File: src/rtl/axi_rt_budget_bank_if.sv
`default_nettype none
// ============================================================================
// Module      : axi_rt_budget_bank_if
// Description : Configuration, admission and status bundle of the RT budget bank.
// Revision    : 1.0 - initial release
// ============================================================================
interface axi_rt_budget_bank_if #(
    parameter int NumChannels = 4,
    parameter int NumRegions  = 2,
    parameter int BudgetWidth = 32,
    parameter int PeriodWidth = 32,
    parameter int LenWidth    = 8,
    parameter int StallWidth  = 16,
    parameter int RegW        = (NumRegions > 1) ? $clog2(NumRegions) : 1
);
    logic [NumChannels-1:0]                             enable_i;
    logic [NumChannels-1:0]                             carry_i;
    logic [NumChannels*NumRegions-1:0][BudgetWidth-1:0] budget_i;
    logic [NumChannels*NumRegions-1:0][PeriodWidth-1:0] period_i;
    logic [NumChannels-1:0]                             consume_valid_i;
    logic [NumChannels-1:0][RegW-1:0]                   consume_region_i;
    logic [NumChannels-1:0][LenWidth-1:0]               consume_len_i;
    logic [NumChannels-1:0]                             consume_ready_o;
    logic [NumChannels*NumRegions-1:0][BudgetWidth-1:0] budget_left_o;
    logic [NumChannels*NumRegions-1:0][PeriodWidth-1:0] period_left_o;
    logic [NumChannels*NumRegions-1:0]                  exhausted_o;
    logic [NumChannels-1:0][StallWidth-1:0]             stall_cnt_o;

    modport master (
        output enable_i, carry_i, budget_i, period_i,
        output consume_valid_i, consume_region_i, consume_len_i,
        input  consume_ready_o, budget_left_o, period_left_o, exhausted_o, stall_cnt_o
    );

    modport slave (
        input  enable_i, carry_i, budget_i, period_i,
        input  consume_valid_i, consume_region_i, consume_len_i,
        output consume_ready_o, budget_left_o, period_left_o, exhausted_o, stall_cnt_o
    );
endinterface
`default_nettype wire

File: src/rtl/axi_rt_budget_bank.sv
`default_nettype none
// ============================================================================
// Module      : axi_rt_budget_bank
// Description : Per (channel, region) budget/period token counters with
//               admission, replenish, exhaustion flag and stall monitoring.
//               Define AXI_RT_BUDGET_CARRY_EN to build carry-over replenish.
// Revision    : 1.0 - initial release
// ============================================================================
module axi_rt_budget_bank #(
    parameter int NumChannels = 4,
    parameter int NumRegions  = 2,
    parameter int BudgetWidth = 32,
    parameter int PeriodWidth = 32,
    parameter int LenWidth    = 8,
    parameter int StallWidth  = 16,
    parameter int RegW        = (NumRegions > 1) ? $clog2(NumRegions) : 1
) (
    input  logic                 clk_i,
    input  logic                 rst_ni,
    axi_rt_budget_bank_if.slave  bus
);
    localparam int c_NE = NumChannels * NumRegions;
    localparam int c_CW = (BudgetWidth > LenWidth + 1) ? BudgetWidth : LenWidth + 1;

    logic [BudgetWidth-1:0] r_left        [c_NE];
    logic [PeriodWidth-1:0] r_period_left [c_NE];
    logic                   r_exhausted   [c_NE];
    logic [StallWidth-1:0]  r_stall       [NumChannels];

    logic [BudgetWidth-1:0] w_next_left   [c_NE];
    logic                   w_tick        [c_NE];
    logic                   w_ready       [NumChannels];

`ifndef AXI_RT_BUDGET_CARRY_EN
    logic w_unused_carry;
    assign w_unused_carry = ^bus.carry_i;
`endif

    for (genvar ch = 0; ch < NumChannels; ch++) begin : g_ch
        logic [c_CW-1:0]        w_beats;
        logic [BudgetWidth-1:0] w_sel_left;
        logic                   w_region_ok;
        logic                   w_fire;

        assign w_beats = c_CW'(bus.consume_len_i[ch]) + c_CW'(1);

        // An out-of-range region matches no entry and therefore never admits.
        always_comb begin
            w_sel_left  = '0;
            w_region_ok = 1'b0;
            for (int i = 0; i < NumRegions; i++) begin
                if (bus.consume_region_i[ch] == RegW'(i)) begin
                    w_sel_left  = r_left[ch*NumRegions + i];
                    w_region_ok = 1'b1;
                end
            end
        end

        assign w_ready[ch] = bus.enable_i[ch] && w_region_ok && (c_CW'(w_sel_left) >= w_beats);
        assign w_fire      = bus.consume_valid_i[ch] && w_ready[ch];

        for (genvar r = 0; r < NumRegions; r++) begin : g_rg
            localparam int c_E = ch*NumRegions + r;

            logic [BudgetWidth-1:0] w_repl;
            logic [c_CW-1:0]        w_repl_sub;
            logic [c_CW-1:0]        w_left_sub;
            logic                   w_hit;

            assign w_tick[c_E] = (r_period_left[c_E] <= PeriodWidth'(1));
            assign w_hit       = w_fire && (bus.consume_region_i[ch] == RegW'(r));

`ifdef AXI_RT_BUDGET_CARRY_EN
            logic [BudgetWidth:0] w_sum;
            logic [BudgetWidth:0] w_cap;
            logic [BudgetWidth:0] w_min;

            assign w_sum  = {1'b0, r_left[c_E]} + {1'b0, bus.budget_i[c_E]};
            assign w_cap  = {bus.budget_i[c_E], 1'b0};
            assign w_min  = (w_sum < w_cap) ? w_sum : w_cap;
            assign w_repl = !bus.carry_i[ch]   ? bus.budget_i[c_E] :
                            w_min[BudgetWidth] ? '1 : w_min[BudgetWidth-1:0];
`else
            assign w_repl = bus.budget_i[c_E];
`endif

            assign w_repl_sub = (c_CW'(w_repl) >= w_beats) ? (c_CW'(w_repl) - w_beats) : '0;
            // Admission guarantees left >= beats, so this never wraps.
            assign w_left_sub = c_CW'(r_left[c_E]) - w_beats;

            assign w_next_left[c_E] = w_tick[c_E]
                                    ? (w_hit ? BudgetWidth'(w_repl_sub) : w_repl)
                                    : (w_hit ? BudgetWidth'(w_left_sub) : r_left[c_E]);
        end
    end

    always_ff @(posedge clk_i) begin
        for (int ch = 0; ch < NumChannels; ch++) begin
            for (int r = 0; r < NumRegions; r++) begin
                if (!rst_ni) begin
                    r_left[ch*NumRegions + r]        <= '0;
                    r_period_left[ch*NumRegions + r] <= '0;
                    r_exhausted[ch*NumRegions + r]   <= 1'b0;
                end else if (!bus.enable_i[ch]) begin
                    r_left[ch*NumRegions + r]        <= bus.budget_i[ch*NumRegions + r];
                    r_period_left[ch*NumRegions + r] <= bus.period_i[ch*NumRegions + r];
                    r_exhausted[ch*NumRegions + r]   <= 1'b0;
                end else begin
                    r_left[ch*NumRegions + r] <= w_next_left[ch*NumRegions + r];
                    r_period_left[ch*NumRegions + r] <= w_tick[ch*NumRegions + r]
                        ? bus.period_i[ch*NumRegions + r]
                        : r_period_left[ch*NumRegions + r] - PeriodWidth'(1);
                    if (w_next_left[ch*NumRegions + r] == '0) begin
                        r_exhausted[ch*NumRegions + r] <= 1'b1;
                    end else if (w_tick[ch*NumRegions + r]) begin
                        r_exhausted[ch*NumRegions + r] <= 1'b0;
                    end
                end
            end

            if (!rst_ni || !bus.enable_i[ch]) begin
                r_stall[ch] <= '0;
            end else if (bus.consume_valid_i[ch] && !w_ready[ch] && (r_stall[ch] != '1)) begin
                r_stall[ch] <= r_stall[ch] + StallWidth'(1);
            end
        end
    end

    always_comb begin
        bus.consume_ready_o = '0;
        bus.budget_left_o   = '0;
        bus.period_left_o   = '0;
        bus.exhausted_o     = '0;
        bus.stall_cnt_o     = '0;
        for (int e = 0; e < c_NE; e++) begin
            bus.budget_left_o[e] = r_left[e];
            bus.period_left_o[e] = r_period_left[e];
            bus.exhausted_o[e]   = r_exhausted[e];
        end
        for (int ch = 0; ch < NumChannels; ch++) begin
            bus.consume_ready_o[ch] = w_ready[ch];
            bus.stall_cnt_o[ch]     = r_stall[ch];
        end
    end
endmodule
`default_nettype wire

File: src/flat_wrapper.sv
// flat-port wrapper written by rule: the top's interface ports become plain ports
module axi_rt_budget_bank_flat 
#(
    parameter int NumChannels = 4,
    parameter int NumRegions  = 2,
    parameter int BudgetWidth = 32,
    parameter int PeriodWidth = 32,
    parameter int LenWidth    = 8,
    parameter int StallWidth  = 16,
    parameter int RegW        = (NumRegions > 1) ? $clog2(NumRegions) : 1
)
  (clk_i, rst_ni, bus_enable_i, bus_carry_i, bus_budget_i, bus_period_i, bus_consume_valid_i, bus_consume_region_i, bus_consume_len_i, bus_consume_ready_o, bus_budget_left_o, bus_period_left_o, bus_exhausted_o, bus_stall_cnt_o);
  axi_rt_budget_bank_if #(.NumChannels(NumChannels), .NumRegions(NumRegions), .BudgetWidth(BudgetWidth), .PeriodWidth(PeriodWidth), .LenWidth(LenWidth), .StallWidth(StallWidth), .RegW(RegW)) bus_i ();
  input  logic clk_i;
  input  logic rst_ni;
  input wire logic [$bits(bus_i.enable_i)-1:0] bus_enable_i;
  input wire logic [$bits(bus_i.carry_i)-1:0] bus_carry_i;
  input wire logic [$bits(bus_i.budget_i)-1:0] bus_budget_i;
  input wire logic [$bits(bus_i.period_i)-1:0] bus_period_i;
  input wire logic [$bits(bus_i.consume_valid_i)-1:0] bus_consume_valid_i;
  input wire logic [$bits(bus_i.consume_region_i)-1:0] bus_consume_region_i;
  input wire logic [$bits(bus_i.consume_len_i)-1:0] bus_consume_len_i;
  output wire logic [$bits(bus_i.consume_ready_o)-1:0] bus_consume_ready_o;
  output wire logic [$bits(bus_i.budget_left_o)-1:0] bus_budget_left_o;
  output wire logic [$bits(bus_i.period_left_o)-1:0] bus_period_left_o;
  output wire logic [$bits(bus_i.exhausted_o)-1:0] bus_exhausted_o;
  output wire logic [$bits(bus_i.stall_cnt_o)-1:0] bus_stall_cnt_o;
  assign bus_i.enable_i = bus_enable_i;
  assign bus_i.carry_i = bus_carry_i;
  assign bus_i.budget_i = bus_budget_i;
  assign bus_i.period_i = bus_period_i;
  assign bus_i.consume_valid_i = bus_consume_valid_i;
  assign bus_i.consume_region_i = bus_consume_region_i;
  assign bus_i.consume_len_i = bus_consume_len_i;
  assign bus_consume_ready_o = bus_i.consume_ready_o;
  assign bus_budget_left_o = bus_i.budget_left_o;
  assign bus_period_left_o = bus_i.period_left_o;
  assign bus_exhausted_o = bus_i.exhausted_o;
  assign bus_stall_cnt_o = bus_i.stall_cnt_o;
  axi_rt_budget_bank #(.NumChannels(NumChannels), .NumRegions(NumRegions), .BudgetWidth(BudgetWidth), .PeriodWidth(PeriodWidth), .LenWidth(LenWidth), .StallWidth(StallWidth), .RegW(RegW)) u_core (.clk_i(clk_i), .rst_ni(rst_ni), .bus(bus_i));
endmodule
File: config.mk
export PLATFORM = sky130hd
export DESIGN_NAME = axi_rt_budget_bank_flat
export DESIGN_NICKNAME = d
export VERILOG_FILES = /design/src/rtl/axi_rt_budget_bank_if.sv /design/src/rtl/axi_rt_budget_bank.sv /design/src/flat_wrapper.sv
export SDC_FILE = /design/constraint.sdc
export NUM_CORES = 2
export LEC_CHECK = 0
export BUFFER_PORTS_ARGS = -buffer_cell sky130_fd_sc_hd__buf_2
export CORE_AREA = 10 10 440 442
export CTS_CLUSTER_SIZE = 10
export DETAILED_ROUTE_END_ITERATION = 12
export DIE_AREA = 0 0 450 452
export GPL_ROUTABILITY_DRIVEN = 0
export PLACE_DENSITY = 0.49
export SKIP_LAST_GASP = 1
export SLEW_MARGIN = 20
export SYNTH_ARGS = -nofsm -noshare
export SYNTH_HDL_FRONTEND = slang
export SYNTH_SLANG_ARGS = --single-unit
File: constraint.sdc
create_clock -name clk_i -period 14.1 [get_ports clk_i]
set_input_delay 2.82 -clock clk_i [delete_from_list [all_inputs] [get_ports clk_i]]
set_output_delay 2.82 -clock clk_i [all_outputs]
set_load 0.02 [all_outputs]
==> summary.md <==
| Metric | Value |
|---|---|
| Syn Std Cell Area | `0.0519 mm^2` |
| R2R Setup Slk | `around 8.4 ns` |
| Worst Setup EP | `bus_consume_ready_o[3]` |
| Final Skew | `0.0379 ns` |
| Detailed Route WL | `between 200 and 250 mm` |
| Sequential group share of total power | `0.385` |
| Postcts setup bufs | `0` |
| Status | `finished, final reports clean` |
| Async S/R FF share, synth | `0` |
| HPWL after detailed placement | `195 mm` |
| Unrepaired setup endpoints after global routing | `no` |
| Pins over their slew limit | `0` |
| PwrDens | `89.1 mW/mm^2` |
| TritonCTS clock tree | `built` |
| Worst hold path class | `reg2reg` |
| Final Hold Fails | `0` |
| Post-route cell area | `0.0649 mm^2` |
| Port buffer count | `1145` |
| Max frequency | `0.107 GHz` |
| Initial antenna violation count | `a little under 80` |
| Pint | `approximately 3.8 mW` |
| Via count | `54.9k` |
| Core ar. | `0.185 mm^2` |
| Syn avg cell area | `8.43 um^2` |
| Clock power frac | `0.356` |
| Number of flops mapped to enable cells by yosys | `583` |
| Startpoint types | `input port` |
| CP Max Fanout | `35` |
| Net Sw Power | `2.03 mW` |
| Layout area overhead | `25.0%` |
| Final period util | `0.661` |
| # hold bufs at CTS | `0` |
| Area share of the largest cell type after synthesis | `0.337` |
| Root Buffer | `clkbuf_16` |
| Clock sink count | `584` |
| Hold Path Depth | `2` |
| Clk slew on worst S/H paths | `0.06 ns` |
| Data required time of the critical path | `approximately 11 ns` |
| FF+latch count, synth | `584` |
| Final setup fails | `0` |
| Initial Util | `0.281` |
| DIE HEIGHT | `between 400 and 500 um` |
| Max-cap violations | `0` |
| Final nets | `8466` |
| First-pass GRT wire length | `between 300 and 400 mm` |
| Switching part of the total | `0.350` |
| Crit path launch | `bus_consume_len_i[24]` |
| Synth top area cells | `edfxtp_1 34%, xnor2_1 6.7%, nor2_1 5.0%` |
| Setup tns final | `0 ns` |
| Die width | `450 um` |
| R2R depth | `14` |
| Remaining global-route overflow | `0` |
| Worst r2r dst | `u_core.r_exhausted[1][2]` |
| Critical R2R Launch | `u_core.r_left[3][38]` |
| Via/cell ratio | `approximately 5.3` |
| Hold Crit Start | `u_core.r_exhausted[1][0]` |
| I/O pins | `~1.2k` |
| Std cell rows | `158` |
| Combinational power share | `0.259` |
| Number of DRC markers in iteration 0 | `a little under 5k` |
| Synthesized instance count | `6160` |
| Clock buffer depth | `3` |
| Setup crit end kind | `output pin` |
| Tot Pwr | `~5.8 mW` |
| Layout cell share with drive strength beyond 1 | `0.191` |
| CTS Buf Count | `81` |
| Area post-placement | `0.0622 mm^2` |
| Synth cell types | `105` |
| Leak Pwr | `25.1 nW` |
| Most used DFF post-synth | `edfxtp_1` |
| Sequential area share after synthesis | `0.338` |
| Largest net degree at the start of global routing | `101` |
| Area leader, netlist | `edfxtp_1` |
| Fill count | `between 15k and 20k` |
| H-Tree Depth | `3` |
| YS warnings | `0` |
| Actual slew at the worst max-slew pin | `1.22 ns` |
| Critical Path AT | `about 6.5 ns` |
| Min Clock Period, post-route | `between 9 and 10 ns` |
| Kind of critical path | `in2out` |
| Iteration count of the initial detailed-routing pass | `6` |
| Post-cts sizing count | `0` |
| Die area | `0.203 mm^2` |
| WL per Instance | `between 20 and 25 um` |
| Total GRT Usage | `0.228` |
| Skew-Pair Late Insertion Delay | `~0.73 ns` |
| Max VDD drop | `0.0779 mV` |
| Vias in the first global route | `between 50k and 60k` |
| ANT nets after route | `0` |
| Post-route DRC violation count | `0` |
| Max transition margin | `0.176` |
[synthesized netlist by cell type, drive strengths merged, types with 27 or more instances]
cell      n
a211oi  132
a21o     62
a21oi   295
a22oi    53
a31oi    40
and2     31
and3     43
buf      46
clkbuf  249
edfxtp  583
ha      199
inv     124
mux2     40
mux2i   104
nand2   613
nand2b   71
nand3   198
nand3b   27
nand4    91
nor2    697
nor2b    51
nor3    284
nor4    218
o211ai   36
o21a     44
o21ai   479
o22ai    42
o31ai    46
or2      48
or3     111
or4     106
xnor2   395
xor2    279
[through the flow]
step	hold slack (ns)	instances	setup slack, ns	util
5_1_grt	0.471	10264	4.65	0.351
6_report	0.462	10272	4.77	0.351
3_3_place_gp	0.446	10084	4.80	0.337
4_1_cts	0.458	10230	4.85	0.351
3_5_place_dp	0.450	10084	4.85	0.337
2_1_floorplan	0.523	6671	5.83	-
[area by class of cell]
cell class                 instances  area (um^2)  share of cell area
timing repair buffer            1230         6380              0.0984
clock inverter                    42          365             0.00563
sequential                       584        17500               0.270
clock buffer                     104         2130              0.0329
inverter                         126          480             0.00741
tap                             2480         3100              0.0478
multi-input combinational       5666        34800               0.536
antenna                           40          100             0.00154
[worst min-delay path by stage]
stage	end	slack, ns
detailed placement	u_core.r_exhausted[1][0]	0.45
finish	u_core.r_exhausted[1][0]	0.46
floorplan	u_core.r_exhausted[1][0]	0.52
global route	u_core.r_exhausted[1][0]	0.47
CTS	u_core.r_exhausted[1][0]	0.46
global placement	u_core.r_exhausted[1][0]	0.45
[registers in the layout, summed over array words and instances (netlist names)]
name,count
u_core.r_exhausted,8
u_core.r_left,256
u_core.r_period_left,256
u_core.r_stall,64
[logic make-up (layout without fill, tap and decap cells)]
group | count (synthesis) | count (layout) | synth area share
mux | 145 | 145 | 0.0292
xor+xnor | 674 | 674 | 0.114
other cells | 1 | 552 | 0.0000722
buf+inv | 421 | 1502 | 0.0318
simple gates | 2687 | 2687 | 0.258
flops | 584 | 584 | 0.338
compound gates | 1428 | 1428 | 0.174
fa+ha+maj | 220 | 220 | 0.0551
[critical path, cell delays in order]
cell,delay (ns)
buf_2,0.11
and3_1,0.19
nand3_1,0.13
or2_2,0.33
xor2_1,0.72
ha_1,0.27
nand3_1,0.08
or3_1,0.34
a31oi_1,0.50
o31ai_4,0.07
buf_4,0.31
inv_2,0.33
buf_2,0.28
[layer usage]
layer	global-route usage	wire (um)
met1	0.281	99200
met5	0	184
met2	0.376	116000
met4	0.116	12700
met3	0.0470	18500
[power by group through the flow]
stage	clock, mW	sequential, mW	combinational, mW
3_3_place_gp	0	2.26	1.47
4_1_cts	2.13	2.22	1.49
6_report	2.06	2.23	1.50
3_5_place_dp	0	2.26	1.48
2_1_floorplan	0	2.34	0.793
5_1_grt	2.18	2.24	1.63
[layout by cell type, fill, tap and decap left out, types with 42 or more instances in the layout]
| master | count |
|---|---|
| or4_1 | 104 |
| buf_4 | 89 |
| a211oi_1 | 131 |
| o31ai_1 | 42 |
| o21ai_0 | 466 |
| nor2b_1 | 51 |
| nor3_1 | 281 |
| o22ai_1 | 42 |
| conb_1 | 512 |
| buf_2 | 1140 |
| nand2_1 | 613 |
| ha_1 | 199 |
| or3_1 | 108 |
| nand2b_1 | 71 |
| nor2_1 | 696 |
| o21a_1 | 44 |
| xor2_1 | 279 |
| nor4_1 | 210 |
| mux2i_1 | 104 |
| nand3_1 | 198 |
| a22oi_1 | 50 |
| a21oi_1 | 284 |
| inv_1 | 122 |
| clkbuf_16 | 82 |
| and3_1 | 43 |
| nand4_1 | 91 |
| or2_2 | 47 |
| a21o_1 | 62 |
| edfxtp_1 | 583 |
| xnor2_1 | 395 |
(Power assumes the default switching activity.)
